[src/rtl/icache_tag_ctrl.sv]
// Instruction-cache tag controller: drives the per-way tag memory for lookups, refills and flushes.
// Optional ICACHE_TAG_LFSR_REPL_EN selects LFSR victim choice instead of round-robin when a set is full.
module icache_tag_ctrl #(
    parameter int N_WAY      = 4,
    parameter int TAG_WIDTH  = 20,
    parameter int ADDR_WIDTH = 8
) (
    input  logic                       clk_i,
    input  logic                       rst_i,
    input  logic                       lookup_valid_i,
    output logic                       lookup_ready_o,
    input  logic [ADDR_WIDTH-1:0]      lookup_idx_i,
    input  logic [TAG_WIDTH-1:0]       lookup_tag_i,
    output logic                       rsp_valid_o,
    output logic                       rsp_hit_o,
    output logic [N_WAY-1:0]           rsp_way_o,
    input  logic                       refill_valid_i,
    input  logic [ADDR_WIDTH-1:0]      refill_idx_i,
    input  logic [TAG_WIDTH-1:0]       refill_tag_i,
    output logic                       refill_done_o,
    output logic [N_WAY-1:0]           refill_way_o,
    input  logic                       flush_i,
    output logic                       flush_busy_o,
    output logic [N_WAY-1:0]           tm_req_o,
    output logic                       tm_we_o,
    output logic                       tm_vbit_o,
    output logic                       tm_flush_o,
    output logic [ADDR_WIDTH-1:0]      tm_addr_o,
    output logic [TAG_WIDTH-1:0]       tm_data_o,
    input  logic [N_WAY*TAG_WIDTH-1:0] tm_tag_way_i,
    input  logic [N_WAY-1:0]           tm_vbit_i
);

    localparam int WAY_BITS = $clog2(N_WAY);

    typedef enum logic [2:0] {IDLE, LKP, RRD, RWR, FLS} state_t;

    state_t                  state, state_n;
    logic                    flush_pending;
    logic [TAG_WIDTH-1:0]    lkp_tag_q;
    logic [ADDR_WIDTH-1:0]   rf_idx_q;
    logic [TAG_WIDTH-1:0]    rf_tag_q;
    logic [N_WAY-1:0]        rf_vbit_q;
    logic                    start_lkp, start_rf, repl_adv;
    logic                    flush_req;
    logic [N_WAY-1:0]        hit_vec;
    logic [WAY_BITS-1:0]     repl_idx, victim_idx;
    logic [N_WAY-1:0]        victim_oh;
    logic                    all_valid;

`ifdef ICACHE_TAG_LFSR_REPL_EN
    logic [7:0] lfsr;
    assign repl_idx = lfsr[WAY_BITS-1:0];
`else
    logic [WAY_BITS-1:0] rr_ptr;
    assign repl_idx = rr_ptr;
`endif

    genvar g;
    generate
        for (g = 0; g < N_WAY; g++) begin : g_cmp
            assign hit_vec[g] = tm_vbit_i[g] &&
                                (tm_tag_way_i[g*TAG_WIDTH +: TAG_WIDTH] == lkp_tag_q);
        end
    endgenerate

    // Lowest-index invalid way wins; only a full set falls back to the replacement pointer.
    always_comb begin
        victim_idx = repl_idx;
        for (int i = N_WAY - 1; i >= 0; i--) begin
            if (!rf_vbit_q[i]) victim_idx = WAY_BITS'(i);
        end
        all_valid = &rf_vbit_q;
        victim_oh = {{(N_WAY-1){1'b0}}, 1'b1} << victim_idx;
    end

    assign flush_req    = flush_pending | flush_i;
    assign flush_busy_o = flush_pending | (state == FLS);
    assign rsp_hit_o    = |rsp_way_o;

    always_comb begin
        state_n        = state;
        lookup_ready_o = 1'b0;
        rsp_valid_o    = 1'b0;
        rsp_way_o      = '0;
        refill_done_o  = 1'b0;
        refill_way_o   = '0;
        tm_req_o       = '0;
        tm_we_o        = 1'b0;
        tm_vbit_o      = 1'b0;
        tm_flush_o     = 1'b0;
        tm_addr_o      = '0;
        tm_data_o      = '0;
        start_lkp      = 1'b0;
        start_rf       = 1'b0;
        repl_adv       = 1'b0;
        // Reset suppresses all memory traffic, so an in-flight refill write is dropped.
        if (!rst_i) begin
            case (state)
                IDLE, LKP: begin
                    if (state == LKP) begin
                        rsp_valid_o = 1'b1;
                        rsp_way_o   = hit_vec;
                    end
                    lookup_ready_o = !flush_req && !refill_valid_i;
                    if (flush_req) begin
                        state_n = FLS;
                    end else if (refill_valid_i) begin
                        tm_req_o  = '1;
                        tm_addr_o = refill_idx_i;
                        start_rf  = 1'b1;
                        state_n   = RRD;
                    end else if (lookup_valid_i) begin
                        tm_req_o  = '1;
                        tm_addr_o = lookup_idx_i;
                        start_lkp = 1'b1;
                        state_n   = LKP;
                    end else begin
                        state_n = IDLE;
                    end
                end
                RRD: state_n = RWR;
                RWR: begin
                    tm_req_o      = victim_oh;
                    tm_we_o       = 1'b1;
                    tm_vbit_o     = 1'b1;
                    tm_addr_o     = rf_idx_q;
                    tm_data_o     = rf_tag_q;
                    refill_done_o = 1'b1;
                    refill_way_o  = victim_oh;
                    repl_adv      = all_valid;
                    state_n       = flush_req ? FLS : IDLE;
                end
                FLS: begin
                    tm_flush_o = 1'b1;
                    tm_req_o   = '1;
                    state_n    = IDLE;
                end
                default: state_n = IDLE;
            endcase
        end
    end

    always_ff @(posedge clk_i) begin
        if (rst_i) begin
            state         <= IDLE;
            flush_pending <= 1'b0;
            lkp_tag_q     <= '0;
            rf_idx_q      <= '0;
            rf_tag_q      <= '0;
            rf_vbit_q     <= '0;
`ifdef ICACHE_TAG_LFSR_REPL_EN
            lfsr          <= 8'h01;
`else
            rr_ptr        <= '0;
`endif
        end else begin
            state <= state_n;
            // A new flush request outranks the clear so back-to-back flushes are not lost.
            if (flush_i)
                flush_pending <= 1'b1;
            else if (state == FLS)
                flush_pending <= 1'b0;
            if (start_lkp) lkp_tag_q <= lookup_tag_i;
            if (start_rf) begin
                rf_idx_q <= refill_idx_i;
                rf_tag_q <= refill_tag_i;
            end
            if (state == RRD) rf_vbit_q <= tm_vbit_i;
            if (repl_adv) begin
`ifdef ICACHE_TAG_LFSR_REPL_EN
                lfsr <= {lfsr[6:0], lfsr[7] ^ lfsr[5] ^ lfsr[4] ^ lfsr[3]};
`else
                rr_ptr <= rr_ptr + WAY_BITS'(1);
`endif
            end
        end
    end

endmodule
[config.mk]
export PLATFORM = sky130hd
export DESIGN_NAME = icache_tag_ctrl
export DESIGN_NICKNAME = d
export VERILOG_FILES = /design/src/rtl/icache_tag_ctrl.sv
export SDC_FILE = /design/constraint.sdc
export NUM_CORES = 1
export LEC_CHECK = 0
export CAP_MARGIN = 20
export CORE_MARGIN = 2
export CORE_UTILIZATION = 40
export CTS_CLUSTER_DIAMETER = 80
export DETAILED_ROUTE_END_ITERATION = 10
export GPL_ROUTABILITY_DRIVEN = 1
export PLACE_DENSITY = 0.82
export RECOVER_POWER = 25
export SYNTH_ARGS = -nofsm -noshare
export SYNTH_HDL_FRONTEND = slang
export SYNTH_SLANG_ARGS = --single-unit
[constraint.sdc]
create_clock -name clk_i -period 2.6 [get_ports clk_i]
set_input_delay 0.52 -clock clk_i [delete_from_list [all_inputs] [get_ports clk_i]]
set_output_delay 0.52 -clock clk_i [all_outputs]
set_load 0.1 [all_outputs]
==> flow_summary_export.csv <==
group,metric,value,unit
cells_and_area,layout.area.seq,1180,um2
cells_and_area,drive_gt1_share,27.3,%
global_route,antenna_found_initial,1,
cells_and_area,nets,807,
pwr,power,2.51,mW
timing,setup_slack,-0.0121,ns
worst_setup_path,r2r_cells,7,
outcome,violations,"setup timing",
worst_setup_path,cp_slowest_cell,"or4_4",
synth,synth_compound_area_share,13.4,%
clocking,clock_path_buffers,2,
global_route,grt_start_max_net_pins,41,
synth,syn_area_per_cell,7.57,um2
worst_setup_path,crit_fanout,2,
timing,skew,0.0123,ns
placement,routabilityCongestion,0.942,
synth,synthTopCellsByArea,"dfxtp_1, xnor2_1, nand2_1",
floorplanning,rows,34,
floorplanning,die_y,98.2,um
floorplanning,core-area,8680,um2
timing,hold_viol_final,0,
clocking,cts_buffers,9,
pwr,power_leakage,2.74,nW
synth,synth-seq-area-share,32.7,%
drt,drt.antenna.violating_nets,0,
cells_and_area,num-fill-cells,567,
synth,synthMuxAreaShare,0,%
drt,via_count,4056,
cells_and_area,layout_commonest_cell,"nand2_1",
pwr,vdd_ir_drop_max,0.000369,V
floorplanning,io_pins,193,
placement,post-place-ws,-0.254,ns
cells_and_area,syn_to_final_growth,90.9,%
timing,setup_viol,1,
pwr,power_density,371,nW/um2
timing,holdWs,0.454,ns
worst_setup_path,critPathKind,"input port to output pin",
clocking,cts_tree,"built",
worst_setup_path,path_buf_inv,2,
synth,ys_types,33,
synth,synth_nets,614,
cells_and_area,multiInputGateArea,2460,um2
worst_setup_path,arrival,2.09,ns
global_route,grt_overflow_total,0,
worst_setup_path,slowest_delay,0.49,ns
synth,ys_ff_latch,58,
synth,netlist.area_leader.share,32.7,%
min_path,hp-class,"flip-flop to flip-flop",
worst_setup_path,r2r_setup_slack,0.46,ns
synth,synthAdderAreaFrac,0,%
synth,synth_cells,469,
clocking,clk_pin_slew,0.06,ns
timing,fin_crit_sh,100,%
clocking,cts.sinks,58,
min_path,hp-start,"rf_tag_q[6]$_SDFFE_PP0P_",
worst_setup_path,end_kind,"output pin",
drt,drtIter0Drc,155,
timing,maxSlewHeadroom,11.5,%
synth,synth_xor_area_share,20.2,%
placement,dp_hpwl,10.6,mm
floorplanning,start_util,40.9,%
global_route,grt_first_pass_wirelength,21.3,mm
synth,netlist_area,3550,um2
outcome,status,"finished, violations left",
worst_setup_path,r2r-start,"state[1]$_SDFF_PP0_",
worst_setup_path,required,2.08,ns
timing,worstMarginPinSlew,1.33,ns
drt,viasPerCell,5.22,
timing,rsz0062_at_grt,"yes",
clocking,clock_latency,0.34,ns
drt,dr.pass1.iters,4,
drt,drc_errors,0,
drt,wl,13.9,mm
clocking,hold_buffers,0,
global_route,groute.usage.overall,28.2,%
floorplanning,fp.dieW,98.2,um
timing,timing.fmax,383,MHz
min_path,min_to,"rf_tag_q[6]$_SDFFE_PP0P_",
clocking,root_buffer,"clkbuf_8",
timing,min_period,2.61,ns
worst_setup_path,cp_num_cells,7,
worst_setup_path,cp_top_family,"simple AND/OR/NAND/NOR gates",
timing,drv_slew,0,
placement,io_buffers,192,
global_route,first_global_vias,4132,
synth,ys_warn_count,0,
worst_setup_path,r2r-end,"rf_idx_q[3]$_SDFFE_PP0P_",
synth,synth_top_family_by_area,"simple AND/OR/NAND/NOR gates",
min_path,hold_path_depth,2,
clocking,h-tree-depth,3,
drt,wl_per_cell,17.9,um
run,max_cap_violations,0,
synth,synth_area_leader_cell,"dfxtp_1",
floorplanning,dieArea,9650,um2
worst_setup_path,crit_chain,"clkdlybuf4s50_1, xnor2_1, nand4_1, nor4_2, and3_4, or4_4, buf_12",
synth,yosys.area_share.simple,26.3,%
cells_and_area,mostFrequentLayoutCells,"nand2_1, clkdlybuf4s50_1, xnor2_1",
worst_setup_path,worst_setup_path_start_kind,"input port",
-- report_power, final --
part	switching (mW)	total, mW	internal (mW)
Combinational	0.340	0.703	0.363
Clock	0.360	0.849	0.489
Sequential	0.0371	0.960	0.923
-- worst max-delay path by stage --
stage / start / to / slack, ns
finish: tm_tag_way_i[1] / rsp_hit_o / -0.01
global route: state[1]$_SDFF_PP0_ / rsp_hit_o / -0.05
CTS: state[1]$_SDFF_PP0_ / tm_addr_o[7] / -0.08
detailed placement: flush_i / tm_addr_o[1] / -0.25
global placement: tm_tag_way_i[73] / rsp_hit_o / -0.22
floorplan: flush_i / tm_addr_o[1] / -0.25
-- metal layers --
| layer | global-route usage (%) | wire length [um] | up-vias |
|---|---|---|---|
| met1 | 31.9 | 5310 | 1891 |
| li1 | - | - | 1937 |
| met3 | 10.4 | 1350 | 24 |
| met2 | 49.7 | 6940 | 202 |
| met5 | 0 | 13 | - |
| met4 | 8.22 | 316 | 2 |
-- cell families after synthesis --
family                 Yosys count
XOR/XNOR                        82
AO/OA/AOI/OAI                   80
flip-flops                      58
AND/OR/NAND/NOR                199
buffers and inverters           50
-- state kept, by name (all words and copies together) (netlist names) --
name and count:
lkp_tag_q 20, rf_tag_q 20, rf_idx_q 8, rf_vbit_q 4, state 3, repl_idx 2
flush_pending 1
-- synthesized netlist by cell type (all sizes together) --
cell    instances
o21ai           9
clkbuf         15
nor4           10
nor3            7
or4             2
and2           23
xnor2          73
a222oi          6
and3            6
a21boi          3
nand2b          3
inv             4
a21oi          55
nor2           15
nand2         113
xor2            9
buf            31
nand4          16
or4b            1
o21bai          1
or2             2
dfxtp          58
nand3b          1
a31oi           2
a211oi          2
o21a            2
-- repair_timing --
action                     4_1_cts  5_1_grt
cloned                           2        0
pin swaps                       38       33
setup endpoints to repair       34       17
gates resized for setup         65       66
setup buffers                    6        1
-- worst min-delay path, delay by kind of cell, from the launching register on --
kind	cells	cell delay, ns
DFF	1	0.31
AOI/OAI and AO/OA	1	0.05
and+or+nand+nor	1	0.05
-- stage by stage --
step	std cells	TNS (ns)	utilization [%]	instance area, um2
3_3_place_gp	750	-1.93	71.2	6180
6_report	777	-0.0121	78.1	6780
3_5_place_dp	750	-2.41	71.2	6180
5_1_grt	775	-0.205	78.1	6780
4_1_cts	774	-0.477	76.2	6610
2_1_floorplan	469	-0.917	-	3690
-- final cells by class --
class / count / share of cell area (%)
timing repair buffer: 227 / 40.9
multi-input combinational: 362 / 36.3
sequential: 58 / 17.5
antenna: 2 / 0.0738
tap: 108 / 1.99
clock inverter: 5 / 0.775
clock buffer: 11 / 2.23
inverter: 4 / 0.258
Note: power is estimated with default switching activity, not from simulation.
